<file path="src/rtl/cpu_bus_pkg.sv">
// cpu_bus_pkg: shared state encoding and timing constants for the Z80-style I/O bus.
package cpu_bus_pkg;
  typedef enum logic [2:0] {IDLE, T1, T2, TW, T3, RECOVER} cpu_bus_state_t;
  localparam int TSTATES_PER_CYCLE = 5;
  localparam int CLK_DIV_MIN = 2;
  localparam int CLK_DIV_MAX = 255;
endpackage

</file>
<file path="src/rtl/cpu_io_initiator_tstate_timer.sv">
// tstate_timer: loadable down-counter marking the final clk of each T-state.
module tstate_timer #(
  parameter int CLK_DIV = 6
) (
  input  logic                       clk,
  input  logic                       reset_n,
  input  logic                       load,
  input  logic [$clog2(CLK_DIV)-1:0] load_value,
  output logic                       last
);
  logic [$clog2(CLK_DIV)-1:0] r_cnt;
  // Holds at zero rather than wrapping; only a reload restarts the count.
  always_ff @(posedge clk) begin
    if (!reset_n) r_cnt <= '0;
    else if (load) r_cnt <= load_value;
    else if (r_cnt != '0) r_cnt <= r_cnt - 1'b1;
  end
  assign last = r_cnt == '0;
endmodule

</file>
<file path="src/rtl/cpu_io_initiator.sv">
// cpu_io_initiator: drives Z80-style I/O read/write bus cycles from a request/response handshake.
// Define CPU_WAIT_EN to let wait_n stretch TW; otherwise wait_n is ignored.
module cpu_io_initiator
  import cpu_bus_pkg::*;
#(
  parameter int CLK_DIV = 6
) (
  input  logic       clk,
  input  logic       reset_n,
  input  logic       req_valid,
  output logic       req_ready,
  input  logic       req_write,
  input  logic [7:0] req_port,
  input  logic [7:0] req_data,
  output logic       rsp_valid,
  output logic [7:0] rsp_data,
  output logic [7:0] A,
  output logic       rd_iorq_n,
  output logic       wr_iorq_n,
  output logic [7:0] cd_out,
  output logic       cd_oe,
  input  logic [7:0] cd_in,
  input  logic       wait_n
);
  localparam int W = $clog2(CLK_DIV);
  localparam logic [W-1:0] LOAD = W'(CLK_DIV - 1);
  if (CLK_DIV < CLK_DIV_MIN || CLK_DIV > CLK_DIV_MAX) begin : g_bad_div
    $error("CLK_DIV out of range");
  end
  cpu_bus_state_t r_state;
  logic r_write;
  logic w_last;
  logic w_accept;
  logic w_load;
  logic w_wait_done;
`ifdef CPU_WAIT_EN
  assign w_wait_done = wait_n;
`else
  logic w_unused;
  assign w_unused = wait_n;
  assign w_wait_done = 1'b1;
`endif
  assign w_accept = req_valid && req_ready;
  assign w_load = (r_state == IDLE) ? w_accept : w_last;
  tstate_timer #(.CLK_DIV(CLK_DIV)) u_timer (
    .clk       (clk),
    .reset_n   (reset_n),
    .load      (w_load),
    .load_value(LOAD),
    .last      (w_last)
  );
  // Every bus output is registered so each state's values appear the cycle it is entered.
  always_ff @(posedge clk) begin
    if (!reset_n) begin
      r_state   <= IDLE;
      r_write   <= 1'b0;
      A         <= '0;
      rd_iorq_n <= 1'b1;
      wr_iorq_n <= 1'b1;
      cd_out    <= '0;
      cd_oe     <= 1'b0;
      rsp_valid <= 1'b0;
      rsp_data  <= '0;
      req_ready <= 1'b1;
    end else begin
      rsp_valid <= 1'b0;
      case (r_state)
        IDLE: if (w_accept) begin
          r_state   <= T1;
          r_write   <= req_write;
          A         <= req_port;
          cd_out    <= req_write ? req_data : 8'h00;
          cd_oe     <= req_write;
          req_ready <= 1'b0;
        end
        T1: if (w_last) begin
          r_state   <= T2;
          rd_iorq_n <= r_write;
          wr_iorq_n <= !r_write;
        end
        T2: if (w_last) r_state <= TW;
        TW: if (w_last && w_wait_done) r_state <= T3;
        T3: if (w_last) begin
          r_state   <= RECOVER;
          rd_iorq_n <= 1'b1;
          wr_iorq_n <= 1'b1;
          rsp_data  <= r_write ? 8'h00 : cd_in;
        end
        RECOVER: if (w_last) begin
          r_state   <= IDLE;
          A         <= '0;
          cd_out    <= '0;
          cd_oe     <= 1'b0;
          rsp_valid <= 1'b1;
          req_ready <= 1'b1;
        end
        default: r_state <= IDLE;
      endcase
    end
  end
endmodule
</file>
<file path="config.mk">
export PLATFORM = sky130hd
export DESIGN_NAME = cpu_io_initiator
export DESIGN_NICKNAME = d
export VERILOG_FILES = /design/src/rtl/cpu_bus_pkg.sv /design/src/rtl/cpu_io_initiator_tstate_timer.sv /design/src/rtl/cpu_io_initiator.sv
export SDC_FILE = /design/constraint.sdc
export NUM_CORES = 1
export LEC_CHECK = 0
export CAP_MARGIN = 0
export CORE_ASPECT_RATIO = 1.4
export CORE_UTILIZATION = 47
export DETAILED_ROUTE_END_ITERATION = 16
export PLACE_DENSITY = 0.9
export REMOVE_ABC_BUFFERS = 1
export SYNTH_ARGS = -nofsm -noshare
export SYNTH_HDL_FRONTEND = slang
export SYNTH_SLANG_ARGS = --single-unit
</file>
<file path="constraint.sdc">
create_clock -name clk -period 4 [get_ports clk]
set_input_delay 0.8 -clock clk [delete_from_list [all_inputs] [get_ports clk]]
set_output_delay 0.8 -clock clk [all_outputs]
set_load 0.005 [all_outputs]
</file>
Word-level counts from Yosys, hierarchy flattened. Cells that the tools add are included. Widths: inputs -> output; s select.

Bitwise operators: 1. Add/subtract/negate cells: 1. Reductions and logical operators: 15. Eq/ne operators: 11. Mux-type cells: 28.

Operators with widths (count): $mux 8 (5); $pmux 8 s2 (2); $mux 3 (8); $pmux 3 s6 (1); $ne 2x2->1 const B (6); $mux 1 (8); $pmux 1 s2 (4); $eq 3x2->1 const B (2); $eq 3x3->1 const B (2); $logic_not 3->1 (2); $reduce_and 2->1 (3); $reduce_and 3->1 (2); $reduce_and 6->1 (1); $reduce_bool 2->1 (3); $eq 3x1->1 const B (1); $reduce_bool 3->1 (1); $sub 3x1->3 const B (1); $reduce_or 2->1 (1); $logic_and 1x1->1 (1); $logic_not 1->1 (1); $not 1->1 (1).

Bits of input ports: 29. Register bits after elaboration: 36. Output and inout bits: 29. Word-level logic and storage cells: 68.

Longest topological paths before layout.
Depth in word-level cells: 3. Mapped depth: 8. Mapped depth without buffers: 6.

Modules after synthesis. Synthesis repeated with hierarchy kept, for this count alone.

Cells, all modules: 166. Area total of the unflattened synthesis: 1541.5 µm².

Modules (own cells, without submodules): cpu_io_initiator (seq. area each 660.6 µm², cells an instance 144, times used 1, area an instance 1336.3 µm²); tstate_timer (seq. area each 60.1 µm², cells an instance 22, times used 1, area an instance 205.2 µm²).

Worst setup path before layout. OpenSTA, ideal clock, no wires.

Kind: input to register. Start: in req_valid. End: reg u_timer.r_cnt[2]. Setup slack: 2.480 ns. Setup time: 0.122 ns. Required time: 3.878 ns. Arrival: 1.398 ns. Stages on the path: 3. Path buffers: 1. Cell sequence: and3_1 > buf_4 > o311a_1.

Cells in the longest elaborated chain, start to end: 3. Elaborated cells on any way between the ends: 4. Classes of those cells: mux (2); reduce/logical (2).

RTL lines: start, declared (RTL line cpu_io_initiator.sv:10) `input logic req_valid,`; $logic_and 1x1->1 * (RTL line cpu_io_initiator.sv:43) `assign w_accept = req_valid && req_ready;`; $mux 1 * (RTL line cpu_io_initiator.sv:44) `assign w_load = (r_state == IDLE) ? w_accept : w_last;`; $mux 3 / $reduce_bool 2->1 (equally long branches); end signal, assigned (RTL line cpu_io_initiator_tstate_timer.sv:15) `else if (load) r_cnt <= load_value;`; end signal, assigned (RTL line cpu_io_initiator_tstate_timer.sv:16) `else if (r_cnt != '0) r_cnt <= r_cnt - 1'b1;`; end, declared (RTL line cpu_io_initiator_tstate_timer.sv:11) `logic [$clog2(CLK_DIV)-1:0] r_cnt;`.

Mark *: on every way between the ends. The rest lies on a longest branch, timed or not. A chain may end at the register's enable or synchronous reset.

==> results by group <==
Status
  • Status: completed

Clock network
  • Root buffer selected by CTS: clkbuf_8
  • Post-CTS Setup Bufs: 0
  • Hold_buf cts: 0
  • Clock sinks: 36
  • CTS tree: done
  • Clock buffer depth: 2
  • Cts bufs inserted: 5
  • Clk_lat worst skew: 290 ps
  • Htree depth: 2
  • CTS clk-pin slew, worst paths: 60 ps
  • CTS resizes: 0

Route
  • # DRC: 0
  • Final WL: 3540 um
  • Final ANT Viol Nets: 0
  • DR vias: 1454
  • WL per Instance: 13.3 um
  • DRT Pass-1 Iters: 4
  • 1st-iter DRT viols: 30
  • Routed vias/inst: 5.45

STA
  • Max-slew violations: 0
  • Tcrit/Tclk final: 56.0%
  • Worst-case clock skew: 3.41 ps
  • Worst Tran Pin Value: 823 ps
  • FMAX: 447 MHz
  • Unrepaired setup endpoints after global routing: false
  • Setup WS post-layout: ~1800 ps
  • Setup TNS Final: 0 ps
  • Final hold violations: 0
  • Slew headroom: 44.9%
  • Final Setup Violations: 0
  • Period minus WS final: ~2200 ps

Setup path
  • Critical path class: in2reg
  • CP Launch Type: input pin
  • Reg2reg end: A[1]
  • Max Fanout on Critical Path: 25
  • Largest delay share family, worst path: buffers and inverters
  • Reg-to-Reg Start: u_timer.r_cnt[0]
  • FF-to-FF path depth: 6
  • Max stage delay cell, worst path: clkdlybuf4s50_1
  • Worst-path cell chain: clkdlybuf4s50_1 > buf_4 > nor3b_1 > a31oi_1
  • R2R setup slack: 2130 ps
  • Critical Path Start: reset_n
  • Buf/Inv on CP: 2
  • WP data arrival: roughly 2400 ps
  • Worst path max stage delay: about 1000 ps
  • Critical path capture point type: register
  • Worst Path Required: 4160 ps

Place
  • Buffers on Ports: 56
  • HPWL after DPL: 2420 um
  • Placer Congestion: around 0.8
  • Placement Setup Slack: 1480 ps

Logic synthesis
  • Syn Std Cell Area: 1540 um^2
  • Synth Area per Inst: around 8.5 um^2
  • Most common cell in the netlist: dfxtp_1
  • Post-synth ARST share: 0%
  • Top post-synthesis cells by area: dfxtp_1, nand2_1, o21ai_1
  • Synth top area share: 46.7%
  • Synth warn: 0
  • Most common library cells after synthesis: dfxtp_1, nand2_1, o21ai_1
  • Yosys reg bits: 36
  • Part of the Yosys area used for sequential elements: 46.7%
  • Synth Flop Type: dfxtp_1
  • Post-Syn Instances: 181
  • Area leader, netlist: dfxtp_1
  • Post-synth EDFFs: 0
  • Yosys cell types: 33

Global route
  • Congestion Overflow GR: 0
  • Initial antenna violation count: 0
  • GRT Overall Usage: 22.0%
  • First-pass GRT wire length: between 5000 and 6000 um
  • Vias in the first global route: 1367
  • Largest net degree at the start of global routing: 26

Final layout
  • ANT cells: 0
  • Fin nets: between 200 and 300
  • Layout cells sized above 1: 4.39%
  • Fillers: approximately 260
  • Synthesis-to-layout area growth: 39.1%

Die
  • Core area: ~3100 um^2
  • Die W: slightly above 50 um
  • Num rows: 24
  • # IOs: 58
  • Die ar.: 3520 um^2
  • Die Height: 69.8 um
  • Initial core utilization: 49.4%

Min path
  • Worst Hold Class: reg2reg
  • Hold depth: 2
  • Hold path endpoint: rsp_data[2]
  • Hold_sp: rsp_data[2]

Pwr
  • Int Pwr: approximately 0.7 mW
  • Seq pwr share: 45.3%
  • Static Leak: 0.764 nW
  • VDD IR max: 0.312 mV
  • Clk pwr share: 22.0%
  • Power Total: 1.03 mW
  • Sw Ratio: 33.1%
  • PwrDens: 479 nW/um^2
  • Comb power frac: 32.7%
  • P_sw: approximately 0.34 mW

Job
  • MaxCap Viol Count: 0
how the worst max path moves through the flow:
| stage | cells after the start | slack (ps) | endpoint |
|---|---|---|---|
| after CTS | 4 | 1780 | wr_iorq_n |
| after global routing | 4 | 1620 | wr_iorq_n |
| after detailed placement | 4 | 1480 | wr_iorq_n |
| final | 4 | 1760 | wr_iorq_n |
| after floorplan | 2 | 2430 | u_timer.r_cnt[2] |
| after global placement | 4 | 1520 | wr_iorq_n |
power by group through the flow:
stage                     Sequential, mW  Combinational (mW)  Clock (mW)
after floorplan                    0.466               0.191           0
after global placement             0.470               0.323           0
after detailed placement           0.473               0.336           0
after CTS                          0.466               0.338       0.233
after global routing               0.475               0.373       0.242
final                              0.467               0.336       0.226
placed cells by master (no fill, tap or decap):
master,instances
xor2_1,1
nor4b_1,1
nand3_2,1
o21ai_1,16
nand2_2,1
a21boi_0,2
or4_1,1
nand3b_1,9
and2_1,1
nand3_1,13
nor3b_1,2
inv_1,4
dfxtp_1,36
a31oi_1,2
nor3_4,1
o311a_1,1
nand4b_1,2
ha_1,2
a21boi_1,10
clkdlybuf4s50_1,56
nand2_1,31
nand2b_1,2
nor2b_1,1
nor2_1,4
and3_1,3
a22o_1,1
nand4_1,8
buf_4,2
clkbuf_8,5
a21oi_1,2
nor3_1,2
o21ai_0,5
registers in the layout, indices dropped and copies added (netlist names):
name and flops:
A 8, cd_oe 1, cd_out 8, r_state 3, r_write 1, rd_iorq_n 1, req_ready 1, rsp_data 8
rsp_valid 1, u_timer.r_cnt 3, wr_iorq_n 1
cell type report:
| class | count | area (um^2) | share of cell area [%] |
|---|---|---|---|
| well taps | 39 | 48.8 | 2.27 |
| inverters | 4 | 15.0 | 0.699 |
| clock buffers | 5 | 68.8 | 3.20 |
| multi-input cells | 125 | 719 | 33.5 |
| repair buffers | 58 | 576 | 26.8 |
| flip-flops and latches | 36 | 721 | 33.5 |
per-layer routing:
layer / global-route usage (%) / routed length [um] / share of wire (%)
met4: 12.0 / 86 / 2.4
met3: 5.70 / 195 / 5.5
met1: 25.3 / 1500 / 42
met5: 0 / 0 / 0
met2: 36.3 / 1760 / 50
worst min-delay path, delay by kind of cell, from the launching register on:
family / cells / cell delay (ps)
and+or+nand+nor: 1 / 50
AOI/OAI and AO/OA: 1 / 50
DFF: 1 / 310
kinds of logic after synthesis:
logic type	synth area share [%]
simple gates	29.1
flops	46.7
fa+ha+maj	1.62
xor+xnor	0.567
compound gates	15.3
buf+inv	6.73
through the flow:
stage	utilization, %	std cells	hold slack [ps]	instance area [um^2]
2_1_floorplan	-	165	445	1460
3_3_place_gp	66.6	262	434	2080
3_5_place_dp	66.6	262	443	2080
4_1_cts	68.8	267	452	2150
5_1_grt	68.8	267	472	2150
6_report	68.8	267	447	2150
Note: power is estimated with default switching activity, not from simulation.
